===== config.mk =====
export PLATFORM = sky130hd
export DESIGN_NAME = hilo_regs
export DESIGN_NICKNAME = d
export VERILOG_FILES = /design/src/rtl/hilo_pkg.sv /design/src/rtl/hilo_regs.sv
export SDC_FILE = /design/constraint.sdc
export NUM_CORES = 1
export LEC_CHECK = 0
export CAP_MARGIN = 20
export CELL_PAD_IN_SITES_DETAIL_PLACEMENT = 2
export CELL_PAD_IN_SITES_GLOBAL_PLACEMENT = 2
export CORE_MARGIN = 2
export CORE_UTILIZATION = 31
export DETAILED_ROUTE_END_ITERATION = 16
export PLACE_DENSITY = 0.95
export SLEW_MARGIN = 10
export SYNTH_ARGS = -nofsm -noshare
export SYNTH_HDL_FRONTEND = slang
export SYNTH_SLANG_ARGS = --single-unit

===== constraint.sdc =====
create_clock -name clk -period 3.9 [get_ports clk]
set_input_delay 0.585 -clock clk [delete_from_list [all_inputs] [get_ports clk]]
set_output_delay 0.585 -clock clk [all_outputs]
set_load 0.02 [all_outputs]

===== src/rtl/hilo_pkg.sv =====
// Shared types and constants for the HI/LO register block.
package hilo_pkg;

    localparam int WORD_W = 32;

    localparam logic RD_SEL_LO = 1'b0;
    localparam logic RD_SEL_HI = 1'b1;

    typedef enum logic {
        IDLE    = 1'b0,
        PENDING = 1'b1
    } hilo_state_e;

endpackage


===== src/rtl/hilo_regs.sv =====
// HI/LO architectural registers: multiply/divide results land one cycle after
// capture, MTHI/MTLO write immediately, and MFHI/MFLO reads forward same-cycle updates.
module hilo_regs
    import hilo_pkg::*;
(
    input  logic              clk,
    input  logic              rst_n,
    input  logic              mul_valid,
    input  logic [WORD_W-1:0] mul_hi,
    input  logic [WORD_W-1:0] mul_lo,
    input  logic              div_valid,
    input  logic [WORD_W-1:0] div_q,
    input  logic [WORD_W-1:0] div_r,
    input  logic              mthi_valid,
    input  logic              mtlo_valid,
    input  logic [WORD_W-1:0] mt_data,
    input  logic              rd_req,
    input  logic              rd_sel,
    output logic              stall,
    output logic              rd_valid,
    output logic [WORD_W-1:0] rd_data,
    output logic [WORD_W-1:0] hi,
    output logic [WORD_W-1:0] lo
);

    hilo_state_e       state_q, state_d;
    logic [WORD_W-1:0] stage_hi_q, stage_lo_q;
    logic [WORD_W-1:0] hi_q, lo_q;
    logic [WORD_W-1:0] hi_d, lo_d;
    logic              rd_valid_q;
    logic [WORD_W-1:0] rd_data_q;

    logic              capture;
    logic              commit;
    logic              rd_accept;
    logic [WORD_W-1:0] cap_hi, cap_lo;

    // mul wins when both units present a result in the same cycle
    assign capture = mul_valid || div_valid;
    assign cap_hi  = mul_valid ? mul_hi : div_r;
    assign cap_lo  = mul_valid ? mul_lo : div_q;
    assign commit  = (state_q == PENDING);

    assign stall     = rst_n && rd_req && capture;
    assign rd_accept = rd_req && !capture;

    always_comb begin
        state_d = state_q;
        case (state_q)
            IDLE:    state_d = capture ? PENDING : IDLE;
            PENDING: state_d = capture ? PENDING : IDLE;
            default: state_d = IDLE;
        endcase
    end

    always_ff @(posedge clk or negedge rst_n) begin
        if (!rst_n) state_q <= IDLE;
        else        state_q <= state_d;
    end

    always_ff @(posedge clk or negedge rst_n) begin
        if (!rst_n) begin
            stage_hi_q <= '0;
            stage_lo_q <= '0;
        end else if (capture) begin
            stage_hi_q <= cap_hi;
            stage_lo_q <= cap_lo;
        end
    end

    // MT writes take priority over the half they target in a commit cycle
    always_comb begin
        hi_d = hi_q;
        lo_d = lo_q;
        if (commit) begin
            hi_d = stage_hi_q;
            lo_d = stage_lo_q;
        end
        if (mthi_valid) hi_d = mt_data;
        if (mtlo_valid) lo_d = mt_data;
    end

    always_ff @(posedge clk or negedge rst_n) begin
        if (!rst_n) begin
            hi_q <= '0;
            lo_q <= '0;
        end else begin
            hi_q <= hi_d;
            lo_q <= lo_d;
        end
    end

    // read result reflects this cycle's commit and MT write
    always_ff @(posedge clk or negedge rst_n) begin
        if (!rst_n) begin
            rd_valid_q <= 1'b0;
            rd_data_q  <= '0;
        end else begin
            rd_valid_q <= rd_accept;
            if (rd_accept)
                rd_data_q <= (rd_sel == RD_SEL_HI) ? hi_d : lo_d;
        end
    end

    assign rd_valid = rd_valid_q;
    assign rd_data  = rd_data_q;
    assign hi       = hi_q;
    assign lo       = lo_q;

endmodule


# ---- Word level (Yosys, flattened, before mapping)
# Index checks and enable logic that the tools add are counted.
dict set report word_totals {
  ff_bits 162
  latchBits 0
  ram_bits 0
  rom_bits 0
  inputBits 168
  output_inout_bits 98
  n_memories 0
}
dict set report op_classes {
  n_addsub 0
  multipliers 0
  div 0
  n_lt_le_gt_ge 0
  n_eq_ne 0
  n_shift 0
  muxes 8
  bitwise 0
  n_reduce_logical 5
}
# cell count
set ops {}
lappend ops {{$mux 32} 7}
lappend ops {{$logic_and 1x1->1} 3}
lappend ops {{$logic_not 1->1} 1}
lappend ops {{$logic_or 1x1->1} 1}
lappend ops {{$mux 1} 1}

# ---- Longest topological paths before layout
dict set report depth {
  word_depth 3
  depth_mapped 6
  depth_no_buf 4
}

# ---- Worst setup path after synthesis
# OpenSTA, ideal clock, no wires.
dict set report synth_path {
  path_type {input-to-output}
  start {input port div_valid}
  end {output port stall}
  arrival_time_ns 1.268
  required_ns 3.315
  slack_ns 2.047
  stages 3
  n_path_buf 1
  cell_sequence {buf_2 > or2_2 > and3_1}
}
dict set report synth_between {
  elab_chain_cells 2
}
# item line_no
set synth_rtl {}
lappend synth_rtl {{from (decl)} hilo_regs.sv:11} ;# input logic div_valid,
lappend synth_rtl {{$logic_or 1x1->1} hilo_regs.sv:39} ;# assign capture = mul_valid || div_valid;
lappend synth_rtl {{net capture} hilo_regs.sv:33} ;# logic capture;
lappend synth_rtl {{$logic_and 1x1->1} hilo_regs.sv:44} ;# assign stall = rst_n && rd_req && capture;
lappend synth_rtl {{to (decl)} hilo_regs.sv:19} ;# output logic stall,
# The timed path passes the listed nets, and every way through them passes these cells.

# ---- Worst setup path after layout
dict set report layout_path {
  start {input port rd_req}
  end {register rd_data_q[24] (netlist: rd_data[24])}
}
dict set report layout_between {
  elab_chain_cells 1
}
# item line_no
set layout_rtl {}
lappend layout_rtl {{from (decl)} hilo_regs.sv:17} ;# input logic rd_req,
lappend layout_rtl {{$logic_and 1x1->1} hilo_regs.sv:45} ;# assign rd_accept = rd_req && !capture;
lappend layout_rtl {{to (signal assigned)} hilo_regs.sv:101} ;# rd_data_q <= (rd_sel == RD_SEL_HI) ? hi_d : lo_d;
lappend layout_rtl {{to (decl)} hilo_regs.sv:31} ;# logic [WORD_W-1:0] rd_data_q;
# No other way between the ends.
# A chain may end at the register's enable or synchronous reset.

==> flow_metrics.py <==
metrics = {
    "timing": {
        "relSlewSlack": 0.276,
        "fin_crit_sh": 0.735,
        "tightestPinTransition_ns": 1.09,
        "finalMaxSlewViolations": 0,
        "max_freq_mhz": 349,
        "hold_viol_final": 0,
        "setup_viol": 0,
        "rsz0062_at_grt": "false",
        "tns_ns": 0,
        "period_minus_slack_ns": 2.87,
        "skew_ns": 0.0131,
    },
    "run": {
        "cap_violations": 0,
    },
    "clock_tree": {
        "clkTransAtPathRegs_ns": 0.08,
        "clkSinkCount": 162,
        "clockRootBuffer": "clkbuf_16",
        "cts_resized": 0,
        "tritoncts": "done",
        "h-tree-depth": 4,
        "post-cts-setup-buffer-count": 0,
        "ctsHoldBuffers": 0,
        "cts_buffers": 17,
        "clockBufferDepth": 2,
        "worstSkewPairLatency_ns": 0.42,
    },
    "logic_synthesis": {
        "synthDistinctLibCells": 22,
        "synthCells": 705,
        "synthFlopType": "dfrtp_1",
        "synth_edf_count": 0,
        "synth_common_cells": "162 x dfrtp_1, 96 x nand2_1, 95 x mux2i_1",
        "synth_area_leaders": "dfrtp_1 51%, mux2i_1 12%, mux2_2 9.0%",
        "syn_avg_cell_area_sq_um": 11.4,
        "ys_warn_count": 0,
        "mappedNetlistArea_sq_mm": 0.00801,
        "synth_top_area_cell": "dfrtp_1",
        "synth-seq-area-share": 0.506,
        "ys_ff_latch": 162,
        "syn_nets": 873,
        "synth_top_area_share": 0.506,
        "post-synth-top-count-cell": "dfrtp_1",
        "synthArstFlopShare": 1.00,
    },
    "power": {
        "power_density_mw_per_mm2": 429,
        "p_leak_nw": 4.97,
        "power_w": 0.00488,
        "ir_worst_vdd_mv": 0.185,
    },
    "critical_path": {
        "cpPeakStageDelay_ns": 0.87,
        "cp-start-kind": "primary input",
        "critPathKind": "primary input to flip-flop",
        "worstPathArrival_ns": 3.13,
        "worstPathMaxFanout": 35,
        "path_delay_family": "simple AND/OR/NAND/NOR gates",
        "cpMaxStageDelayCell": "or3b_2",
        "cp.required_ns": 4.17,
        "crit_chain": "clkdlybuf4s50_1 > or3b_2 > clkinv_8 > nand2_4 > o211ai_2",
        "cp_num_buf_inv": 2,
        "end_kind": "flip-flop",
        "reg2reg_setup_slack_ns": 1.80,
    },
    "global_route": {
        "gr-total-overflow": 0,
        "grt.total_usage": 0.224,
        "grt_pass1_vias": 7469,
        "grt_start_max_net_pins": 115,
        "antenna_found_initial": 2,
        "grt_pass1_wl_microns": 45600,
    },
    "layout": {
        "finalNonFillerCells": 1283,
        "layout.nets": 1107,
        "n_fill_cell": 2606,
        "syn2layout_area_growth_pct": 42.0,
        "drive_gt1_frac": 0.148,
        "final_util": 0.451,
    },
    "place": {
        "io_buffers": 265,
        "gp_congestion": 0.755,
        "dp_cells": 1249,
        "dp_hpwl_microns": 21200,
    },
    "detailed_routing": {
        "viasPerCell": 5.10,
        "avgRoutedWirePerCell_microns": 23.5,
        "drt_iter0_markers": 259,
        "drtAntennaViolNets": 0,
        "route.detailed.drc": 0,
        "dr_total_vias": 6548,
        "firstDrtPassIters": 4,
        "wl_microns": 30100,
    },
    "die": {
        "start_util": 0.317,
        "die_w_microns": 165,
        "coreArea_sq_mm": 0.0253,
        "rows": 58,
        "die_y_microns": 165,
        "io_pins": 266,
        "dieArea_sq_mm": 0.0272,
    },
    "outcome": {
        "status": "finished, final reports clean",
    },
    "worst_hold_path": {
        "hold_path.class": "primary input to async pin",
    },
}
-- metal layers --
layer	wire length, microns	vias to the layer above	track usage
li1	-	2963	-
met1	11900	3343	0.264
met2	15700	197	0.399
met3	1690	45	0.0517
met4	853	0	0.0779
met5	0	-	0
-- kinds of logic after synthesis --
kind of cell           count (synthesis)  share of synthesized area
multiplexers                         159                      0.209
buffers and inverters                 89                     0.0554
flip-flops                           162                      0.506
AO/OA/AOI/OAI                        161                      0.155
AND/OR/NAND/NOR                      134                     0.0754
-- state kept, by name, indices dropped and copies added (netlist names) --
signal and cells:
commit 1, hi 32, lo 32, rd_data 32, rd_valid 1, stage_hi_q 32, stage_lo_q 32
-- final timing paths --
path	from	to	cells after the start
max	rd_req	rd_data[24]	5
min	rst_n	stage_lo_q[5]	1
max reg2reg	commit	rd_data[24]	3
min reg2reg	rd_data[28]	rd_data[28]	2
max in group asynchronous	rst_n	lo[3]	2
min in group clk	rd_data[28]	rd_data[28]	2
-- layout make-up --
class	count	area, sq um	share of cell area
clock buffers	19	443	0.0389
inverters	33	136	0.0120
clock inverters	12	98.8	0.00868
flip-flops and latches	162	4060	0.356
multi-input cells	454	3520	0.309
repair buffers	271	2710	0.238
well taps	330	413	0.0363
diodes	2	5.00	0.000440
-- per-stage QoR --
step	setup slack, ns	instance area (sq um)	hold WS, ns
floorplan	2.05	8010	0.289
global placement	0.706	10800	0.462
detailed placement	0.623	10800	0.485
CTS	1.04	11400	0.133
global route	0.951	11400	0.133
finish	1.03	11400	0.124
-- cells in the final DEF, fill, tap and decap left out, types with 3 or more instances in the layout --
cell	n
inv_1	32
nand2_1	96
clkbuf_16	17
mux2_2	64
nand2b_1	33
buf_4	7
inv_6	4
clkdlybuf4s50_1	259
dfrtp_1	161
o21a_1	33
mux2i_1	95
o2111ai_1	33
o211ai_2	30
o21ai_0	64
clkinvlp_4	3
-- where the power goes --
group | switching (W) | internal [W] | leakage, nW
registers | 0.000148 | 0.00188 | 1.94
clock network | 0.000736 | 0.000845 | 0.260
logic | 0.000643 | 0.000624 | 2.77
Note: power is estimated with default switching activity, not from simulation.
